<file path="config.mk">
export PLATFORM = sky130hd
export DESIGN_NAME = fifo_uart_tx
export DESIGN_NICKNAME = d
export VERILOG_FILES = /design/src/rtl/fifo_uart_tx.sv
export SDC_FILE = /design/constraint.sdc
export NUM_CORES = 1
export LEC_CHECK = 0
export ABC_AREA = 1
export ABC_CLOCK_PERIOD_IN_PS = 3500
export BUFFER_PORTS_ARGS = -buffer_cell sky130_fd_sc_hd__buf_2
export CAP_MARGIN = 20
export CORE_UTILIZATION = 55
export DETAILED_ROUTE_END_ITERATION = 16
export PLACE_DENSITY_LB_ADDON = 0.2
export SLEW_MARGIN = 5
export SYNTH_ARGS = -nofsm -noshare
export SYNTH_HDL_FRONTEND = slang
export SYNTH_SLANG_ARGS = --single-unit
</file>
<file path="constraint.sdc">
create_clock -name clk -period 3.5 [get_ports clk]
set_clock_uncertainty 0.05 [all_clocks]
set_input_delay 0.875 -clock clk [delete_from_list [all_inputs] [get_ports clk]]
set_output_delay 0.875 -clock clk [all_outputs]
set_load 0.02 [all_outputs]
</file>
<file path="src/rtl/fifo_uart_tx.sv">
// FIFO read-side consumer: pops one word per frame and shifts it out as an
// asynchronous serial frame (start bit, LSB-first data, STOP_BITS stop bits).
module fifo_uart_tx #(
  parameter int DATA_W       = 8,
  parameter int CLKS_PER_BIT = 16,
  parameter int STOP_BITS    = 1
) (
  input  logic              clk,
  input  logic              rst,
  input  logic              tx_en,
  input  logic              fifo_emp,
  output logic              fifo_rd,
  input  logic [DATA_W-1:0] fifo_data,
  output logic              tx,
  output logic              busy,
  output logic              byte_done
);

  localparam int BAUD_W = $clog2(CLKS_PER_BIT);
  localparam int BIT_W  = $clog2(DATA_W + 1);

  localparam logic [BAUD_W-1:0] BAUD_LAST = BAUD_W'(CLKS_PER_BIT - 1);
  localparam logic [BIT_W-1:0]  DATA_LAST = BIT_W'(DATA_W - 1);
  localparam logic [BIT_W-1:0]  STOP_LAST = BIT_W'(STOP_BITS - 1);

  typedef enum logic [2:0] {
    IDLE,
    REQ,
    LOAD,
    START,
    DATA,
    STOP
  } state_t;

  state_t              state;
  logic [DATA_W-1:0]   shift;
  logic [BAUD_W-1:0]   baud_cnt;
  logic [BIT_W-1:0]    bit_cnt;
  logic                baud_end;
  logic                start_ok;

  assign baud_end = (baud_cnt == BAUD_LAST);
  assign start_ok = tx_en && !fifo_emp;

  // Outputs decode registered state only, so reset forces them at once.
  assign fifo_rd   = (state == REQ);
  assign busy      = (state != IDLE);
  assign tx        = (state == START) ? 1'b0 :
                     (state == DATA)  ? shift[0] : 1'b1;
  assign byte_done = (state == STOP) && baud_end && (bit_cnt == STOP_LAST);

  always_ff @(posedge clk or posedge rst) begin
    if (rst) begin
      state    <= IDLE;
      shift    <= '0;
      baud_cnt <= '0;
      bit_cnt  <= '0;
    end else begin
      unique case (state)
        IDLE: begin
          if (start_ok) state <= REQ;
        end
        REQ: begin
          state <= LOAD;
        end
        LOAD: begin
          shift    <= fifo_data;
          baud_cnt <= '0;
          bit_cnt  <= '0;
          state    <= START;
        end
        START: begin
          if (baud_end) begin
            baud_cnt <= '0;
            state    <= DATA;
          end else begin
            baud_cnt <= baud_cnt + 1'b1;
          end
        end
        DATA: begin
          if (baud_end) begin
            baud_cnt <= '0;
            shift    <= {1'b0, shift[DATA_W-1:1]};
            if (bit_cnt == DATA_LAST) begin
              bit_cnt <= '0;
              state   <= STOP;
            end else begin
              bit_cnt <= bit_cnt + 1'b1;
            end
          end else begin
            baud_cnt <= baud_cnt + 1'b1;
          end
        end
        STOP: begin
          // bit_cnt reused to count stop bits when STOP_BITS is 2.
          if (baud_end) begin
            baud_cnt <= '0;
            if (bit_cnt == STOP_LAST) begin
              bit_cnt <= '0;
              state   <= start_ok ? REQ : IDLE;
            end else begin
              bit_cnt <= bit_cnt + 1'b1;
            end
          end else begin
            baud_cnt <= baud_cnt + 1'b1;
          end
        end
        default: state <= IDLE;
      endcase
    end
  end

endmodule

</file>
# ---- Word-level counts from Yosys, hierarchy flattened
# Cells that the tools add are included.
dict set report op_classes {
  n_addsub 2
  n_eq_ne 13
  mux 19
  reduce_logical 14
}
# cell n
set ops {}
lappend ops {{$mux 4} 5}
lappend ops {{$mux 3} 6}
lappend ops {{$pmux 3 s6} 1}
lappend ops {{$pmux 8 s2} 1}
lappend ops {{$pmux 4 s3} 1}
lappend ops {{$add 4x1->4 const B} 2}
lappend ops {{$mux 8} 1}
lappend ops {{$ne 2x2->1 const B} 4}
lappend ops {{$pmux 4 s2} 1}
lappend ops {{$eq 3x2->1 const B} 2}
lappend ops {{$eq 3x3->1 const B} 2}
lappend ops {{$reduce_and 6->1} 1}
lappend ops {{$reduce_bool 3->1} 2}
lappend ops {{$eq 4x3->1 const B} 1}
lappend ops {{$eq 4x4->1 const B} 1}
lappend ops {{$logic_not 4->1} 1}
lappend ops {{$ne 2x1->1 const B} 2}
lappend ops {{$reduce_bool 2->1} 2}
lappend ops {{$eq 3x1->1 const B} 1}
lappend ops {{$logic_and 1x1->1} 3}
lappend ops {{$logic_not 3->1} 1}
lappend ops {{$mux 1} 3}
lappend ops {{$reduce_and 3->1} 1}
lappend ops {{$reduce_or 3->1} 1}
lappend ops {{other kinds (2)} 2}
dict set report word_totals {
  reg_bits 19
  in_bits 12
  output_inout_bits 4
  elab_cells 52
}

# ---- Longest topological paths before layout
dict set report logic_depth {
  ltp_word 6
  mapped_depth 9
  ltp_nobuf 9
}

# ---- Least setup slack after synthesis
# OpenSTA, ideal clock, no wires.
dict set report synth_timing {
  kind {reg2out}
  startpoint {register baud_cnt[0]}
  endpoint {output byte_done}
  arrival_ns 1.180
  required_ns 2.575
  path_slack_ns 1.395
  stages_incl_launch_ff 6
  n_path_buf 0
  cell_sequence {dfrtp_1 -> ha_1 -> nand3_1 -> inv_1 -> nand2_1 -> nor2_1}
}
dict set report synth_via {
  elab_chain_len 3
}
# element line
set synth_lines {}
lappend synth_lines {{start: declaration} 37} ;# logic [BAUD_W-1:0] baud_cnt;
lappend synth_lines {{start signal: assignment} 77} ;# baud_cnt <= baud_cnt + 1'b1;
lappend synth_lines {{start signal: assignment} 91} ;# baud_cnt <= baud_cnt + 1'b1;
lappend synth_lines {{start signal: assignment} 105} ;# baud_cnt <= baud_cnt + 1'b1;
lappend synth_lines {{$eq 4x4->1} 42} ;# assign baud_end = (baud_cnt == BAUD_LAST);
lappend synth_lines {{$logic_and 1x1->1 (2 in a row)} 50} ;# assign byte_done = (state == STOP) && baud_end && (bit_cnt == STOP_LAST);
lappend synth_lines {{end: declaration} 16} ;# output logic byte_done
# Every way passes these cells.

# ---- Final worst setup path
# Same ends and word-level chain as after synthesis.

==> impl_metrics.csv <==
group,metric,value,unit
status,outcome,"completed",
logic_synthesis,synth-seq-cells,19,
detailed_routing,drtIter0Drc,11,
detailed_routing,num_vias,944,
setup_path,cp-start-kind,"flop",
timing,max_freq,0.398,GHz
timing,relSlewSlack,51.5,%
clock_tree,cts_root_buf,"clkbuf_4",
logic_synthesis,yosysUniqueCellTypes,23,
cells_and_area,final_area,1220,um^2
power_and_ir_drop,powerDensity,762,nW/um^2
cells_and_area,fin_util,62.9,%
global_routing,grt_antenna_before_repair,0,
clock_tree,cts_tree,"built",
clock_tree,post_cts_buffers,0,
logic_synthesis,yosysSeqAreaShare,42.1,%
placement,io_buffers,15,
detailed_routing,topRoutingLayerUsed,"met4",
timing,setup_violations,0,
clock_tree,clkLatencyLatePin,0.31,ns
floorplanning,start_util,58.2,%
clock_tree,clk_pin_slew_worst_paths,0.12,ns
floorplanning,die-area,2240,um^2
global_routing,grt_usage,20.4,%
timing,slew_viol_final,0,
logic_synthesis,ys.flop_type,"dfrtp_1",
logic_synthesis,synth.net_count,155,
logic_synthesis,synth.top_cell.area_share,42.1,%
placement,dp_hpwl,1.50,mm
timing,tightest_slew,0.726,ns
detailed_routing,wl_met3,60,um
global_routing,grt_pass1_wl,3.26,mm
floorplanning,boundaryPins,16,
detailed_routing,drc_errors,0,
detailed_routing,wirelength,2.04,mm
floorplanning,die_w,47.3,um
placement,gp_congestion,0.749,
worst_hold_path,hp-class,"flop to flop",
clock_tree,cts_resized,0,
detailed_routing,wire_per_inst,11.2,um
placement,place_area,1190,um^2
setup_path,cp_data_arrival_time,1.59,ns
clock_tree,clkSinkCount,19,
logic_synthesis,synthCells,140,
cells_and_area,drive_above_1_share,21.3,%
detailed_routing,wl_met1,959,um
timing,fin_crit_sh,71.8,%
global_routing,grt_max_degree,20,
logic_synthesis,synth.cell_area,1130,um^2
floorplanning,coreArea,1940,um^2
clock_tree,clock_path_buffers,2,
clock_tree,ctsHtreeMaxLevel,1,
flow_run,max-cap-violations,0,
setup_path,critPathKind,"flop to output port",
cells_and_area,nets,171,
cells_and_area,area.growth.synth_to_final,8.08,%
detailed_routing,dr.pass1.iters,4,
floorplanning,fp-row-count,16,
floorplanning,die_y,47.3,um
global_routing,grt_pass1_vias,803,
timing,finalCriticalPeriod,2.51,ns
timing,tns,0,ns
logic_synthesis,synth.area.top_cells,"dfrtp_1, nand2_1, nand3_1",
logic_synthesis,async_flop_share,100,%
logic_synthesis,synth_edf_count,0,
logic_synthesis,synth_most_common_cell,"nand2_1",
detailed_routing,antenna_left,0,
logic_synthesis,yosysTopAreaCell,"dfrtp_1",
setup_path,required,2.57,ns
cells_and_area,n_antenna_cell,0,
power_and_ir_drop,irDropWorstVdd,0.000475,V
timing,hold_violations,0,
logic_synthesis,syn_area_per_cell,8.07,um^2
clock_tree,cts_hold_buf,0,
setup_path,end_kind,"output port",
detailed_routing,met2_length,971,um
power_and_ir_drop,p_leak,0.643,nW
logic_synthesis,ys_top_cells_by_count,"nand2_1, inv_1, dfrtp_1",
clock_tree,numCtsBuffers,3,
timing,rsz0062_at_grt,"false",
global_routing,grt_overflow,0,
logic_synthesis,yosysWarnings,0,
detailed_routing,routed_via_density,5.19,
setup_path,cp_max_fo,4,
path summary, 6_finish.rpt:
path,startpoint,endpoint,slack [ns],cells past startpoint
worst min register to register,bit_cnt[3],bit_cnt[3],0.49,2
worst max register to register,baud_cnt[0],shift[6],1.89,5
worst max-delay path,baud_cnt[0],byte_done,0.99,6
max in group asynchronous,rst,state[2],2.33,2
min in group asynchronous,rst,state[0],0.62,2
worst min-delay path,bit_cnt[3],bit_cnt[3],0.49,2
cells in the final DEF (no fill, tap or decap):
master | Yosys | layout
a21oi_1 | 2 | 2
buf_2 | 0 | 15
clkbuf_4 | 0 | 3
clkinv_2 | 0 | 1
dfrtp_1 | 19 | 19
ha_1 | 3 | 3
inv_1 | 20 | 20
inv_2 | 3 | 3
nand2_1 | 33 | 33
nand2_2 | 2 | 2
nand2_4 | 1 | 1
nand3_1 | 17 | 17
nand3_2 | 1 | 1
nand4_1 | 2 | 2
nor2_1 | 7 | 7
nor2_4 | 1 | 1
o211ai_1 | 6 | 6
o211ai_2 | 1 | 1
o21ai_0 | 8 | 8
o21ai_1 | 2 | 2
o21ai_2 | 3 | 3
o21ai_4 | 1 | 1
o221ai_1 | 1 | 1
or2_2 | 1 | 1
xor2_1 | 2 | 2
worst max-delay path, cell delays in order, from the launching register on:
cell     delay [ns]
dfrtp_1        0.41
ha_1           0.20
nand3_1        0.18
inv_1          0.13
nand2_1        0.08
nor2_1         0.11
buf_2          0.17
routing by layer:
| metal | GRT usage [%] | up-vias |
|---|---|---|
| met5 | 0 | - |
| met4 | 11.4 | 0 |
| met3 | 2.31 | 7 |
| met2 | 31.8 | 20 |
| met1 | 27.5 | 433 |
| li1 | - | 484 |
through the flow:
stage               hold slack (ns)  setup slack (ns)  instances  total power, mW
floorplan                     0.420              1.40        140            0.755
global placement              0.456              1.39        178            0.800
detailed placement            0.468              1.33        178            0.817
CTS                           0.494             0.983        182            0.931
global route                  0.510             0.861        182             1.01
finish                        0.487             0.988        182            0.930
cells by family (layout without fill, tap and decap cells):
| group | after synthesis | count (layout) | synth area share (%) |
|---|---|---|---|
| AOI/OAI and AO/OA | 24 | 24 | 15.0 |
| adders and majority gates | 3 | 3 | 3.32 |
| buffers and inverters | 27 | 42 | 11.6 |
| and+or+nand+nor | 65 | 65 | 26.5 |
| xor gates and xnor gates | 2 | 2 | 1.55 |
| DFF | 19 | 19 | 42.1 |
area by class of cell:
class / count / area, um^2
flip-flops and latches: 19 / 475
clock inverters: 1 / 5.00
inverters: 23 / 86.3
multi-input cells: 94 / 523
repair buffers: 15 / 75.1
fillers: 189 / 721
well taps: 27 / 33.8
clock buffers: 3 / 22.5
registers in the layout, summed over array words and instances (netlist names):
register	cells
baud_cnt	4
bit_cnt	4
shift	8
state	3
report_power, final:
group          internal (mW)  switching [mW]
logic                  0.153           0.287
registers              0.302          0.0721
clock network         0.0427          0.0735
Note: power is estimated with default switching activity, not from simulation.
